[src/rtl/nn_seq_pkg.sv]
// nn_seq_pkg: shared sequencer state encoding and datapath stage indices
package nn_seq_pkg;
  typedef enum logic [2:0] {S_IDLE, S_CLEAR, S_FLUSH, S_RUN, S_DONE, S_ERROR} seq_state_t;
  localparam int STAGE_POOL = 0;
  localparam int STAGE_DENSE1 = 1;
  localparam int STAGE_DENSE2 = 2;
  localparam int STAGE_ARGMAX = 3;
endpackage

[src/rtl/stage_timer.sv]
// stage_timer: restartable up-counter (restart loads 1) that holds at LIMIT and flags tc there; ports clock, reset, restart -> tc
module stage_timer #(
  parameter int LIMIT = 65535
) (
  input  logic clock,
  input  logic reset,
  input  logic restart,
  output logic tc
);
  localparam int W = $clog2(LIMIT + 1);
  logic [W-1:0] cnt_q, cnt_d;
  assign tc = cnt_q == W'(LIMIT);
  always_comb cnt_d = restart ? W'(1) : tc ? cnt_q : cnt_q + 1'b1;
  always_ff @(posedge clock)
    if (reset) cnt_q <= '0;
    else cnt_q <= cnt_d;
endmodule

[src/rtl/nn_inference_sequencer.sv]
// nn_inference_sequencer: start -> clear -> flush -> one-hot stage enables with watchdog; reports result_valid, error/error_stage, cycle_count
module nn_inference_sequencer
  import nn_seq_pkg::*;
#(
  parameter int NUM_STAGES = 4,
  parameter int TIMEOUT_CYCLES = 65535,
  parameter int CNT_W = 24
) (
  input  logic                                  clock,
  input  logic                                  reset,
  input  logic                                  start,
  input  logic                                  abort,
  input  logic [NUM_STAGES-1:0]                 stage_done,
  output logic [NUM_STAGES-1:0]                 stage_enable,
  output logic                                  stage_clear,
  output logic                                  busy,
  output logic                                  result_valid,
  output logic                                  error,
  output logic [$clog2(NUM_STAGES+1)-1:0]       error_stage,
  output logic [$clog2(NUM_STAGES)-1:0]         current_stage,
  output logic [CNT_W-1:0]                      cycle_count
);
  localparam int SW = $clog2(NUM_STAGES);
  localparam int EW = $clog2(NUM_STAGES + 1);
  seq_state_t state_q, state_d;
  logic [SW-1:0] stage_q, stage_d;
  logic [CNT_W-1:0] run_q, run_d, cnt_q, cnt_d;
  logic err_q, err_d;
  logic [EW-1:0] err_stage_q, err_stage_d;
  logic restart, tc;
  // one timer serves both the flush wait and every stage; any state or stage change restarts it
  assign restart = state_d != state_q || stage_d != stage_q;
  stage_timer #(.LIMIT(TIMEOUT_CYCLES)) u_timer (
    .clock(clock),
    .reset(reset),
    .restart(restart),
    .tc(tc)
  );
  always_comb begin
    state_d = state_q;
    stage_d = stage_q;
    cnt_d = cnt_q;
    err_d = err_q;
    err_stage_d = err_stage_q;
    run_d = (state_q inside {S_CLEAR, S_FLUSH, S_RUN}) && run_q != '1 ? run_q + 1'b1 : run_q;
    if (state_q != S_IDLE && abort) state_d = S_IDLE;
    else
      case (state_q)
        S_IDLE:
          if (start) begin
            state_d = S_CLEAR;
            stage_d = SW'(STAGE_POOL);
            run_d = '0;
            err_d = 1'b0;
            err_stage_d = '0;
          end
        S_CLEAR: state_d = S_FLUSH;
        S_FLUSH:
          if (stage_done == '0) begin
            state_d = S_RUN;
            stage_d = SW'(STAGE_POOL);
          end else if (tc) begin
            state_d = S_ERROR;
            err_d = 1'b1;
            err_stage_d = EW'(NUM_STAGES);
          end
        S_RUN:
          if (stage_done[stage_q]) begin
            state_d = stage_q == SW'(NUM_STAGES - 1) ? S_DONE : S_RUN;
            stage_d = stage_q == SW'(NUM_STAGES - 1) ? stage_q : stage_q + 1'b1;
          end else if (tc) begin
            state_d = S_ERROR;
            err_d = 1'b1;
            err_stage_d = EW'(stage_q);
          end
        S_DONE: begin
          state_d = S_IDLE;
          cnt_d = run_q;
        end
        default: state_d = S_IDLE;
      endcase
  end
  always_ff @(posedge clock)
    if (reset) begin
      state_q <= S_IDLE;
      stage_q <= '0;
      run_q <= '0;
      cnt_q <= '0;
      err_q <= 1'b0;
      err_stage_q <= '0;
    end else begin
      state_q <= state_d;
      stage_q <= stage_d;
      run_q <= run_d;
      cnt_q <= cnt_d;
      err_q <= err_d;
      err_stage_q <= err_stage_d;
    end
  assign stage_enable = state_q == S_RUN ? NUM_STAGES'(1) << stage_q : '0;
  assign stage_clear = state_q == S_CLEAR;
  assign busy = state_q != S_IDLE;
  assign result_valid = state_q == S_DONE;
  assign error = err_q;
  assign error_stage = err_stage_q;
  assign current_stage = stage_q;
  assign cycle_count = cnt_q;
endmodule
[config.mk]
export PLATFORM = sky130hd
export DESIGN_NAME = nn_inference_sequencer
export DESIGN_NICKNAME = d
export VERILOG_FILES = /design/src/rtl/nn_seq_pkg.sv /design/src/rtl/stage_timer.sv /design/src/rtl/nn_inference_sequencer.sv
export SDC_FILE = /design/constraint.sdc
export NUM_CORES = 1
export LEC_CHECK = 0
export ABC_AREA = 1
export CAP_MARGIN = 0
export CORE_MARGIN = 4
export CORE_UTILIZATION = 55
export CTS_CLUSTER_SIZE = 28
export DETAILED_ROUTE_END_ITERATION = 10
export HOLD_SLACK_MARGIN = 0.02
export PLACE_DENSITY = 0.79
export SLEW_MARGIN = 10
export SYNTH_ARGS = -nofsm -noshare
export SYNTH_HDL_FRONTEND = slang
export SYNTH_SLANG_ARGS = --single-unit
[constraint.sdc]
create_clock -name clock -period 5.6 [get_ports clock]
set_input_delay 1.12 -clock clock [delete_from_list [all_inputs] [get_ports clock]]
set_output_delay 1.12 -clock clock [all_outputs]
set_load 0.01 [all_outputs]
-- Word-level counts from Yosys, hierarchy flattened
Index checks and enable logic that the tools add are counted.
- add/sub/neg operators: 3
- order comparisons: 1
- equal/unequal tests: 15
- shifts and indexed selects: 1
- muxes and demuxes: 33
- bitwise operators: 1
- reduce and logical (&&, ||, !) cells: 12
- operators by type and width (operator ; number):
    $mux 24 ; 4
    $mux 3 ; 11
    $add 24x1->24 const B ; 1
    $ne 24x24->1 const B ; 1
    $add 16x1->16 const B ; 1
    $eq 16x16->1 const B ; 1
    $pmux 3 s4 ; 1
    $mux 2 ; 5
    $pmux 3 s3 ; 1
    $reduce_bool 3->1 ; 3
    $mux 1 ; 7
    $reduce_and 7->1 ; 1
    $eq 3x2->1 const B ; 2
    $ne 2x1->1 const B ; 3
    $ne 2x2->1 const B ; 3
    $pmux 2 s3 ; 1
    $reduce_and 5->1 ; 1
    $logic_not 4->1 ; 1
    $mux 4 ; 1
    $shl 1x2->4 const A ; 1
    $eq 3x1->1 const B ; 1
    $eq 3x3->1 const B ; 1
    $logic_not 3->1 ; 1
    $lt 2x3->1 const B ; 1
    11 further kinds ; 12
- register bits after elaboration: 73
- bits of input ports: 8
- output and inout port bits: 37

-- Depth between registers and ports, before layout
Gate-level depths: netlist of the first run.
- depth after elaboration: 8
- mapped depth: 17
- mapped depth without buffers: 16

-- Modules after synthesis
Synthesis of the first run repeated with hierarchy kept, for this count alone.
- cell total of the unflattened synthesis: 608
- area, all modules: 3958.8 um^2
- modules (own cells, without submodules) (module ; instances ; cells an instance ; area each (um^2) ; sequential area each (um^2)):
    nn_inference_sequencer ; 1 ; 466 ; 3035.4 ; 1141.1
    stage_timer ; 1 ; 142 ; 923.4 ; 320.3

-- Least setup slack after synthesis of the first run
Ideal clock, no wire load.
- kind: input -> register
- start: input port stage_done[1]
- end: register u_timer.cnt_q[8]
- setup time: 0.061 ns
- data arrival time: 2.251 ns
- setup slack: 3.288 ns
- cell stages on the path: 14
- buffers on the path: 1
- cell sequence: nand2_1 -> nand2_1 -> nand2_1 -> nand2_1 -> inv_1 -> nand2_1 -> nand2_1 -> nand2_1 -> nand3_1 -> nand2_1 -> nor2_2 -> nand4_4 -> buf_12 -> nor2_4
- longest elaborated chain between the ends: 8
- elaborated cells between the ends (all ways): 15
- classes of those cells: eq/ne: 2; mux: 10; reduce/logical: 3
- ends and longest elaborated chain (item ; line ; text):
    start, declared ; nn_inference_sequencer.sv:13 ; input logic [NUM_STAGES-1:0] stage_done,
    $bmux 1 s2 ; nn_inference_sequencer.sv:68 ; if (stage_done[stage_q]) begin
    $mux 1 (not written as such) ; nn_inference_sequencer.sv:68 ;
    $mux 3 or $mux 2 (tied branches) ; nn_inference_sequencer.sv:68 ;
    $pmux 3 s4 or $pmux 2 s3 (tied branches) ; nn_inference_sequencer.sv:48 ; case (state_q)
    $mux 3 or $mux 2 (tied branches) ; nn_inference_sequencer.sv:46 ; if (state_q != S_IDLE && abort) state_d = S_IDLE;
    $ne 3x3->1 or $ne 2x2->1 (tied branches) ; nn_inference_sequencer.sv:32 ; assign restart = state_d != state_q || stage_d != stage_q;
    $logic_or 1x1->1 * ; nn_inference_sequencer.sv:32 ;
    $reduce_or 2->1 (no line) * ; - ;
    end signal, assigned ; stage_timer.sv:16 ; else cnt_q <= cnt_d;
    end, declared ; stage_timer.sv:11 ; logic [W-1:0] cnt_q, cnt_d;
Mark *: on every way between the ends. The rest lies on a longest branch, timed or not. The select of a mux whose other input is x is not followed.
A chain may end at the register's enable or synchronous reset.

-- Final worst setup path of the first run
- start: register state_q[1]
- end: output port stage_enable[1]
- longest elaborated chain between the ends: 2
- ends and longest elaborated chain (item ; line ; text):
    start, declared ; nn_inference_sequencer.sv:25 ; seq_state_t state_q, state_d;
    start signal, assigned ; nn_inference_sequencer.sv:92 ; state_q <= state_d;
    $eq 3x2->1 ; nn_inference_sequencer.sv:99 ; assign stage_enable = state_q == S_RUN ? NUM_STAGES'(1) << stage_q : '0;
    $mux 4 ; nn_inference_sequencer.sv:99 ;
    end, declared ; nn_inference_sequencer.sv:14 ; output logic [NUM_STAGES-1:0] stage_enable,
Every way passes these cells.

==> results of run 1 <==
-- worst paths after layout --
| path | startpoint | endpoint | slack, ps | depth (start not counted) |
|---|---|---|---|---|
| worst max-delay path | state_q[1]$_SDFF_PP0_ | stage_enable[1] | 2450 | 7 |
| worst min-delay path | cycle_count[1]$_SDFFE_PP0P_ | cycle_count[1]$_SDFFE_PP0P_ | 460 | 2 |
| worst max register to register | u_timer.cnt_q[0]$_SDFFE_PP0P_ | u_timer.cnt_q[2]$_SDFFE_PP0N_ | 3160 | 13 |
| worst min register to register | cycle_count[1]$_SDFFE_PP0P_ | cycle_count[1]$_SDFFE_PP0P_ | 460 | 2 |
-- synthesized netlist by cell type, drive strengths merged --
master	n	area share
nor4	7	0.012
nand2	117	0.12
xor2	14	0.034
a211oi	4	0.0083
dfxtp	73	0.40
o21ai	14	0.020
ha	2	0.0069
clkinv	1	0.0014
o21a	1	0.0021
a31oi	1	0.0017
nand3b	1	0.0021
nand3	57	0.078
clkbuf	12	0.013
or2	1	0.0017
xnor2	12	0.029
nand4	10	0.021
a21oi	43	0.059
nor2	78	0.11
nor4b	1	0.0024
buf	5	0.013
inv	43	0.044
nor3	8	0.012
mux2i	1	0.0028
-- report_power, final --
part           leakage, nW  internal [mW]  switching, mW
Sequential           0.590          0.534         0.0180
Clock                0.103          0.230          0.193
Combinational        0.787         0.0540          0.112
-- worst max-delay path: stages, from the launching register on --
cell             delay (ps)
dfxtp_1                 460
nand2_1                 160
nor2_4                  190
inv_1                   110
nor2_1                  100
inv_1                    60
nor2_1                   80
clkdlybuf4s50_1         540
-- per-stage QoR --
step	power, mW	cell area [sq um]
floorplan	0.694	3640
global placement	0.726	4100
detailed placement	0.730	4100
CTS	1.15	4310
global route	1.20	4310
finish	1.14	4310
-- cells by family (layout without fill, tap and decap cells) --
kind of cell	count (synthesis)	count (layout)	synth area share
XOR/XNOR	26	26	0.0626
multiplexers	1	1	0.00275
AO/OA/AOI/OAI	63	63	0.0914
adder cells (fa/ha/maj)	2	2	0.00687
flip-flops	73	73	0.402
AND/OR/NAND/NOR	280	280	0.363
buffers and inverters	61	106	0.0718
-- state kept, by name, indices dropped and copies added, names as in the netlist --
register	cells
cycle_count	24
run_q	24
u_timer.cnt_q	16
error_stage	3
state_q	3
current_stage	2
error	1
-- placed cells by master (no fill, tap or decap) --
cell and instances:
a211oi_1 4, xor2_1 14, dfxtp_1 73, a31oi_1 1
ha_1 2, buf_4 2, clkinv_2 2, a21oi_1 43
o21a_1 1, nor2_4 13, bufinv_16 1, inv_2 9
or2_1 1, nand3b_1 1, clkinvlp_4 1, nand2_2 5
clkbuf_1 1, mux2i_1 1, inv_1 34, o21ai_1 1
clkbuf_8 11, clkinv_4 1, nand2_1 112, nand4_4 1
nor3_2 2, nor4_1 7, xnor2_1 12, nand4_1 9
o21ai_2 1, clkdlybuf4s50_1 44, nor2_1 63, nor2_2 2
nor3_1 6, o21ai_0 12, nand3_1 57, nor4b_1 1
-- layout make-up --
class | count | area [sq um]
inverters | 44 | 166
clock buffers | 12 | 155
well taps | 77 | 96.3
fillers | 554 | 2080
flip-flops and latches | 73 | 1460
repair buffers | 46 | 455
clock inverters | 4 | 51.3
multi-input cells | 372 | 1920
-- metal layers --
| metal | part of all wire | vias to the layer above | global-route usage |
|---|---|---|---|
| li1 | - | 1734 | - |
| met1 | 0.45 | 1535 | 0.293 |
| met2 | 0.47 | 95 | 0.371 |
| met3 | 0.056 | 21 | 0.0378 |
| met4 | 0.026 | 0 | 0.111 |
| met5 | 0 | - | 0 |
==> results.sh, run 1 <==
export IMPL_drv_cap=0
export IMPL_dpl_cell_count=612
export IMPL_min_path_type="reg -> reg"
export IMPL_gp_congestion=0.920
export IMPL_die_area_sq_um=7980
export IMPL_antenna_found_initial=0
export IMPL_avgRoutedWirePerCell_microns=13.0
export IMPL_finalSetupViolCount=0
export IMPL_post_cts_buffers=0
export IMPL_grt_usage=0.228
export IMPL_fin_util=0.675
export IMPL_period_minus_slack_ps=3150
export IMPL_dr_pass1_iters=4
export IMPL_slew_violations=0
export IMPL_critPathMaxFanout=8
export IMPL_status="finished clean"
export IMPL_dpl_hpwl_microns=5810
export IMPL_cts_buffer_depth=2
export IMPL_cts_clk_slew_worst_paths_ps=70
export IMPL_cts_resized_gates=0
export IMPL_htreeDepth=3
export IMPL_worstSkewPairLatency_ps=340
export IMPL_tns_ps=0
export IMPL_p_leak_nw=1.48
export IMPL_rows=29
export IMPL_relSlewSlack=0.470
export IMPL_n_antenna_cell=0
export IMPL_synth_nets=516
export IMPL_synth_distinct_cells=35
export IMPL_critical_path_arrival_ps=2030
export IMPL_avgSynthCellArea_sq_um=7.19
export IMPL_cts_tree="done"
export IMPL_grt_pass1_wl_microns=14500
export IMPL_antenna_left=0
export IMPL_fmax_ghz=0.318
export IMPL_synth_area_sq_um=3640
export IMPL_stdcell_count=628
export IMPL_syn_inst=506
export IMPL_vias=3385
export IMPL_worstSetupPathType="reg -> out"
export IMPL_layout_nets=556
export IMPL_start_util=0.570
export IMPL_portBuffers=44
export IMPL_cts_made_buffers=9
export IMPL_syn_to_final_growth_pct=18.4
export IMPL_wl_microns=8180
export IMPL_ys_ff_latch=73
export IMPL_seq_area_frac_synth=0.402
export IMPL_holdWs_ps=463
export IMPL_power_density_nw_per_um2=265
export IMPL_ir_drop_mv=0.167
export IMPL_grt_pass1_vias=3282
export IMPL_core_sq_um=6390
export IMPL_drive_gt1_frac=0.0926
export IMPL_worstMarginPinSlew_ps=793
export IMPL_fp_dieW_microns=89.4
export IMPL_finalHoldViolCount=0
export IMPL_grt_start_max_net_pins=32
export IMPL_rsz0062_at_grt="false"
export IMPL_clock_skew_ps=9.57
export IMPL_worstPathRequired_ps=4480
export IMPL_clock_sinks=73
export IMPL_cts_root_buf="clkbuf_8"
export IMPL_io_pins=45
export IMPL_post_place_ws_ps=2340
export IMPL_ctsHoldBuffers=0
export IMPL_yosysWarnings=0
export IMPL_setup_ws_ps=2450
export IMPL_dr_first_iter_drc_count=208
export IMPL_min_period_over_period=0.562
export IMPL_crit_path_start_kind="flop"
export IMPL_cp_end_kind="output port"
export IMPL_drc_errors=0
export IMPL_die_y_microns=89.4
export IMPL_vias_per_cell=5.39
export IMPL_grt_overflow_total=0
No activity file was read; power rests on OpenSTA's default activity.
==> inputs of run 2 (changes only) <==
==> constraint.sdc (replaced) <==
create_clock -name clock -period 3.3 [get_ports clock]
set_input_delay 0.66 -clock clock [delete_from_list [all_inputs] [get_ports clock]]
set_output_delay 0.66 -clock clock [all_outputs]
set_load 0.01 [all_outputs]
==> run 2 against run 1 <==
- largest cell class unchanged
- power up 81%
- die area unchanged
- sequential share of layout area fell by 0.41 points
- critical path type unchanged
- global-route usage decreased by 1.4 points
==> results.sh, run 2 (synthesis gave the netlist of run 1 again) <==
export IMPL_cts_buffer_depth=2
export IMPL_place_area_sq_um=4120
export IMPL_vias_per_cell=5.26
export IMPL_worstSkewPairLatency_ps=350
export IMPL_grt_pass1_wl_microns=13500
export IMPL_rows=29
export IMPL_r2r_end="u_timer.cnt_q[6]$_SDFFE_PP0N_"
export IMPL_antenna_left=0
export IMPL_crit_path_start_kind="flop"
export IMPL_startpoint="state_q[1]$_SDFF_PP0_"
export IMPL_slew_violations=0
export IMPL_hold_start="cycle_count[20]$_SDFFE_PP0P_"
export IMPL_finalSetupViolCount=0
export IMPL_ir_drop_mv=0.324
export IMPL_clock_sinks=73
export IMPL_crit_path_top_delay_cell="clkdlybuf4s50_1"
export IMPL_grt_usage=0.214
export IMPL_gp_congestion=0.943
export IMPL_crit_buf_inv=3
export IMPL_dpl_hpwl_microns=5820
export IMPL_cts_root_buf="clkbuf_8"
export IMPL_post_cts_buffers=0
export IMPL_die_y_microns=89.4
export IMPL_critPathMaxFanout=8
export IMPL_cts_made_buffers=9
export IMPL_worst_r2r_cell_count=13
export IMPL_status="finished clean"
export IMPL_power_density_nw_per_um2=474
export IMPL_grt_pass1_vias=3066
export IMPL_min_path_type="reg -> reg"
export IMPL_cts_resized_gates=0
export IMPL_finalHoldViolCount=0
export IMPL_io_pins=45
export IMPL_syn_to_final_growth_pct=19.8
export IMPL_n_antenna_cell=0
export IMPL_clock_skew_ps=4.27
export IMPL_wl_microns=8030
export IMPL_rrSetupSlack_ps=820
export IMPL_drc_errors=0
export IMPL_worstMarginPinSlew_ps=559
export IMPL_dr_pass1_iters=4
export IMPL_critical_path_arrival_ps=2000
export IMPL_r2r_start="u_timer.cnt_q[0]$_SDFFE_PP0P_"
export IMPL_dr_first_iter_drc_count=175
export IMPL_fin_util=0.683
export IMPL_max_stage_delay_ps=550
export IMPL_drv_cap=0
export IMPL_setup_ws_ps=641
export IMPL_avgRoutedWirePerCell_microns=12.8
export IMPL_holdPathEnd="cycle_count[20]$_SDFFE_PP0P_"
export IMPL_final_common_cell="nand2_1"
export IMPL_crit_path_cell_trace="nand2_1 > nor2_4 > inv_1 > nor2_1 > inv_1 > nor2_1 > clkdlybuf4s50_1"
export IMPL_hold_depth=2
export IMPL_cts_clk_slew_worst_paths_ps=70
export IMPL_worstSetupPathType="reg -> out"
export IMPL_start_util=0.570
export IMPL_final_cell_mix="112 x nand2_1, 73 x dfxtp_1, 63 x nor2_1, 57 x nand3_1, 44 x clkdlybuf4s50_1"
export IMPL_cts_tree="done"
export IMPL_worstPathRequired_ps=2640
export IMPL_vias=3312
export IMPL_fillers=564
export IMPL_die_area_sq_um=7980
export IMPL_layout_nets=558
export IMPL_p_leak_nw=1.51
export IMPL_antenna_found_initial=0
export IMPL_fp_dieW_microns=89.4
export IMPL_min_period_over_period=0.806
export IMPL_portBuffers=44
export IMPL_relSlewSlack=0.625
export IMPL_period_minus_slack_ps=2660
export IMPL_grt_overflow_total=0
export IMPL_htreeDepth=3
export IMPL_rsz0062_at_grt="false"
export IMPL_ctsHoldBuffers=0
export IMPL_crit_family="buffers and inverters"
export IMPL_drive_gt1_frac=0.0958
export IMPL_fmax_ghz=0.376
export IMPL_cp_end_kind="output port"
export IMPL_tns_ps=0
export IMPL_grt_start_max_net_pins=31
export IMPL_post_place_ws_ps=613
export IMPL_core_sq_um=6390
export IMPL_final_area_sq_um=4360
run 2: changes by cell type in the layout (fill, tap and decap cells not counted):
| cell | previous run | this run |
|---|---|---|
| bufinv_16 | 1 | 3 |
| clkbuf_8 | 11 | 10 |
| clkinv_4 | 1 | 0 |
| buf_4 | 2 | 4 |
run 2: area by class of cell:
class / count / area, sq um / share of cell area
timing repair buffer: 48 / 470 / 0.108
sequential: 73 / 1460 / 0.335
clock buffer: 11 / 141 / 0.0324
inverter: 44 / 166 / 0.0382
clock inverter: 5 / 103 / 0.0235
multi-input combinational: 372 / 1920 / 0.441
tap: 77 / 96.3 / 0.0221
run 2: through the flow:
stage	total power, mW	std cells	hold slack (ps)
finish	2.07	630	462
global route	2.15	630	481
CTS	2.09	630	465
detailed placement	1.24	614	452
global placement	1.23	614	448
floorplan	1.18	506	438
run 2: worst reg2reg max path, stage by stage (launching register included):
cell and delay [ps]:
dfxtp_1 430, ha_1 240, inv_1 50, nor2_1 130, nand2_1 120, nor2_4 320, nor2_1 80, nor2_1 100
nand2_1 80, nand3_1 70, nand2_1 60, nor2_2 160, nand4_4 390, nor2_4 200
run 2: power by group:
| part | internal (mW) | total, mW | switching [mW] |
|---|---|---|---|
| clock network | 0.522 | 0.850 | 0.328 |
| registers | 0.907 | 0.936 | 0.0296 |
| logic | 0.0930 | 0.283 | 0.189 |
| total | 1.52 | 2.07 | 0.547 |
run 2: routing by layer:
metal,vias to the layer above,wire length (microns),track usage
li1,1732,-,-
met1,1501,3710,0.260
met2,63,3860,0.368
met3,16,311,0.0323
met4,0,153,0.103
met5,-,0,0
run 2: worst max path at each step:
stage | endpoint | slack [ps] | depth (start not counted)
4_1_cts | stage_enable[1] | 620 | 7
5_1_grt | stage_enable[1] | 440 | 7
3_3_place_gp | u_timer.cnt_q[3]$_SDFFE_PP0N_ | 670 | 15
2_1_floorplan | u_timer.cnt_q[8]$_SDFFE_PP0N_ | 1430 | 15
3_5_place_dp | u_timer.cnt_q[3]$_SDFFE_PP0N_ | 610 | 15
6_report | stage_enable[1] | 640 | 7
==> inputs of run 3 (changes only) <==
--- a/config.mk
+++ b/config.mk
@@ -8,11 +8,11 @@
 export ABC_AREA = 1
 export CAP_MARGIN = 0
 export CORE_MARGIN = 4
-export CORE_UTILIZATION = 55
+export CORE_UTILIZATION = 50
 export CTS_CLUSTER_SIZE = 28
 export DETAILED_ROUTE_END_ITERATION = 10
 export HOLD_SLACK_MARGIN = 0.02
-export PLACE_DENSITY = 0.79
+export PLACE_DENSITY = 0.76
 export SLEW_MARGIN = 10
 export SYNTH_ARGS = -nofsm -noshare
 export SYNTH_HDL_FRONTEND = slang
==> constraint.sdc (replaced) <==
create_clock -name clock -period 2.3 [get_ports clock]
set_input_delay 0.46 -clock clock [delete_from_list [all_inputs] [get_ports clock]]
set_output_delay 0.46 -clock clock [all_outputs]
set_load 0.01 [all_outputs]
==> run 3 against run 2 <==
- sequential share of layout area decreased by 1.0 points
- clock skew rose by 4.5 ps
- cell count grew 4.4%
- die area is 9.1% higher
- core utilization is 3.4 points lower
- non-clock buffer count rose by 9
- critical path depth down 4
- register-to-register slack worse by 590 ps
- critical path type unchanged
- clock power up 59%
- count of clock-buffer cells in the layout did not move
==> results.sh, run 3 (synthesis gave the netlist of run 1 again) <==
export IMPL_r2r_start="u_timer.cnt_q[0]$_SDFFE_PP0P_"
export IMPL_final_common_cell="nand2_1"
export IMPL_cts_clk_slew_worst_paths_ps=70
export IMPL_holdPathEnd="cycle_count[0]$_SDFFE_PP0P_"
export IMPL_syn_to_final_growth_pct=23.8
export IMPL_power_density_nw_per_um2=698
export IMPL_finalSetupViolCount=0
export IMPL_drv_cap=0
export IMPL_p_switching_mw=0.796
export IMPL_cts_made_buffers=9
export IMPL_grt_overflow_total=0
export IMPL_layout_nets=567
export IMPL_gp_congestion=1.02
export IMPL_finalHoldViolCount=0
export IMPL_pwr_share_seq=0.429
export IMPL_die_area_sq_um=8710
export IMPL_wl_microns=8390
export IMPL_n_antenna_cell=0
export IMPL_grt_start_max_net_pins=31
export IMPL_avgRoutedWirePerCell_microns=12.7
export IMPL_cp_end_kind="output port"
export IMPL_drive_gt1_frac=0.116
export IMPL_vias_per_cell=5.20
export IMPL_tns_ps=0
export IMPL_hold_depth=2
export IMPL_clkPwrFrac=0.430
export IMPL_cts_root_buf="clkbuf_8"
export IMPL_grt_pass1_wl_microns=14700
export IMPL_period_minus_slack_ps=2180
export IMPL_antenna_left=0
export IMPL_start_util=0.524
export IMPL_dpl_hpwl_microns=6120
export IMPL_fp_dieW_microns=93.3
export IMPL_fin_util=0.649
export IMPL_r2r_end="u_timer.cnt_q[5]$_SDFFE_PP0N_"
export IMPL_critPathMaxFanout=11
export IMPL_switching_share=0.253
export IMPL_ir_drop_mv=0.548
export IMPL_relSlewSlack=0.673
export IMPL_worstSkewPairLatency_ps=340
export IMPL_rows=30
export IMPL_die_y_microns=93.3
export IMPL_slew_violations=0
export IMPL_antenna_found_initial=0
export IMPL_htreeDepth=3
export IMPL_clock_skew_ps=8.81
export IMPL_io_pins=45
export IMPL_clock_sinks=73
export IMPL_p_leak_nw=1.62
export IMPL_worstMarginPinSlew_ps=484
export IMPL_drc_errors=0
export IMPL_dr_first_iter_drc_count=149
export IMPL_worstPathRequired_ps=1840
export IMPL_cts_buffer_depth=2
export IMPL_rrSetupSlack_ps=230
export IMPL_final_cell_mix="112 x nand2_1, 72 x dfxtp_1, 62 x nor2_1, 57 x nand3_1, 43 x a21oi_1"
export IMPL_worst_r2r_cell_count=14
export IMPL_min_path_type="reg -> reg"
export IMPL_grt_usage=0.206
export IMPL_rsz0062_at_grt="false"
export IMPL_portBuffers=44
export IMPL_core_sq_um=6940
export IMPL_p_int_mw=2.35
export IMPL_vias=3419
export IMPL_ctsHoldBuffers=0
export IMPL_worstSetupPathType="reg -> out"
export IMPL_critical_path_arrival_ps=1720
export IMPL_crit_path_start_kind="flop"
export IMPL_power_frac_comb=0.141
export IMPL_status="finished clean"
export IMPL_hold_start="cycle_count[0]$_SDFFE_PP0P_"
export IMPL_min_period_over_period=0.950
export IMPL_fmax_ghz=0.458
export IMPL_cts_tree="done"
export IMPL_dr_pass1_iters=4
export IMPL_grt_pass1_vias=3326
==> run 3: repair_timing <==
item | 4_1_cts | 5_1_grt
buffers inserted | 0 | 2
gates resized for setup | 2 | 3
pin swaps | 0 | 1
endpoints found under the setup margin | 1 | 19
==> run 3: final cells by class <==
type / count / area [sq um]
well taps: 96 / 120
inverters: 44 / 166
flip-flops and latches: 73 / 1460
clock inverters: 5 / 125
fillers: 633 / 2440
repair buffers: 57 / 554
multi-input cells: 372 / 1920
clock buffers: 11 / 151
==> run 3: per-stage QoR <==
| stage | worst slack [ps] | total power [mW] | area, sq um | std cells | hold slack (ps) |
|---|---|---|---|---|---|
| 2_1_floorplan | 435 | 1.69 | 3640 | 506 | 438 |
| 3_3_place_gp | 61.4 | 1.80 | 4210 | 640 | 448 |
| 4_1_cts | 34.0 | 3.17 | 4480 | 656 | 466 |
| 3_5_place_dp | 3.35 | 1.81 | 4210 | 640 | 453 |
| 6_report | 116 | 3.14 | 4500 | 658 | 462 |
| 5_1_grt | 3.50 | 3.26 | 4500 | 658 | 480 |
==> run 3: routing by layer <==
| metal | part of all wire | wire length, microns | GRT usage | up-vias |
|---|---|---|---|---|
| met5 | 0 | 0 | 0 | - |
| met1 | 0.46 | 3860 | 0.251 | 1573 |
| li1 | - | - | - | 1753 |
| met2 | 0.48 | 4010 | 0.348 | 73 |
| met3 | 0.034 | 287 | 0.0346 | 20 |
| met4 | 0.027 | 225 | 0.105 | 0 |
==> run 3: critical path, cell delays in order, from the launching register on <==
cell	delay, ps
dfxtp_1	560
nand2_1	150
nor2_1	130
clkdlybuf4s50_1	550
==> run 3: worst max-delay path by stage <==
stage                                       start                            end  slack [ps]  depth (start not counted)
finish                current_stage[0]$_SDFF_PP0_                stage_enable[3]         120                          3
global route          current_stage[0]$_SDFF_PP0_  u_timer.cnt_q[4]$_SDFFE_PP0N_           4                         15
CTS                         state_q[2]$_SDFF_PP0_                stage_enable[2]          30                          6
detailed placement                  stage_done[1]  u_timer.cnt_q[5]$_SDFFE_PP0N_           3                         16
global placement                    stage_done[1]  u_timer.cnt_q[4]$_SDFFE_PP0N_          60                         14
floorplan           u_timer.cnt_q[0]$_SDFFE_PP0P_  u_timer.cnt_q[8]$_SDFFE_PP0N_         430                         15
==> run 3: power by group through the flow <==
stage / Clock [mW] / Combinational (mW) / Sequential (mW)
floorplan: 0 / 0.326 / 1.36
global route: 1.42 / 0.494 / 1.35
finish: 1.35 / 0.444 / 1.35
CTS: 1.38 / 0.445 / 1.34
detailed placement: 0 / 0.438 / 1.37
global placement: 0 / 0.429 / 1.37
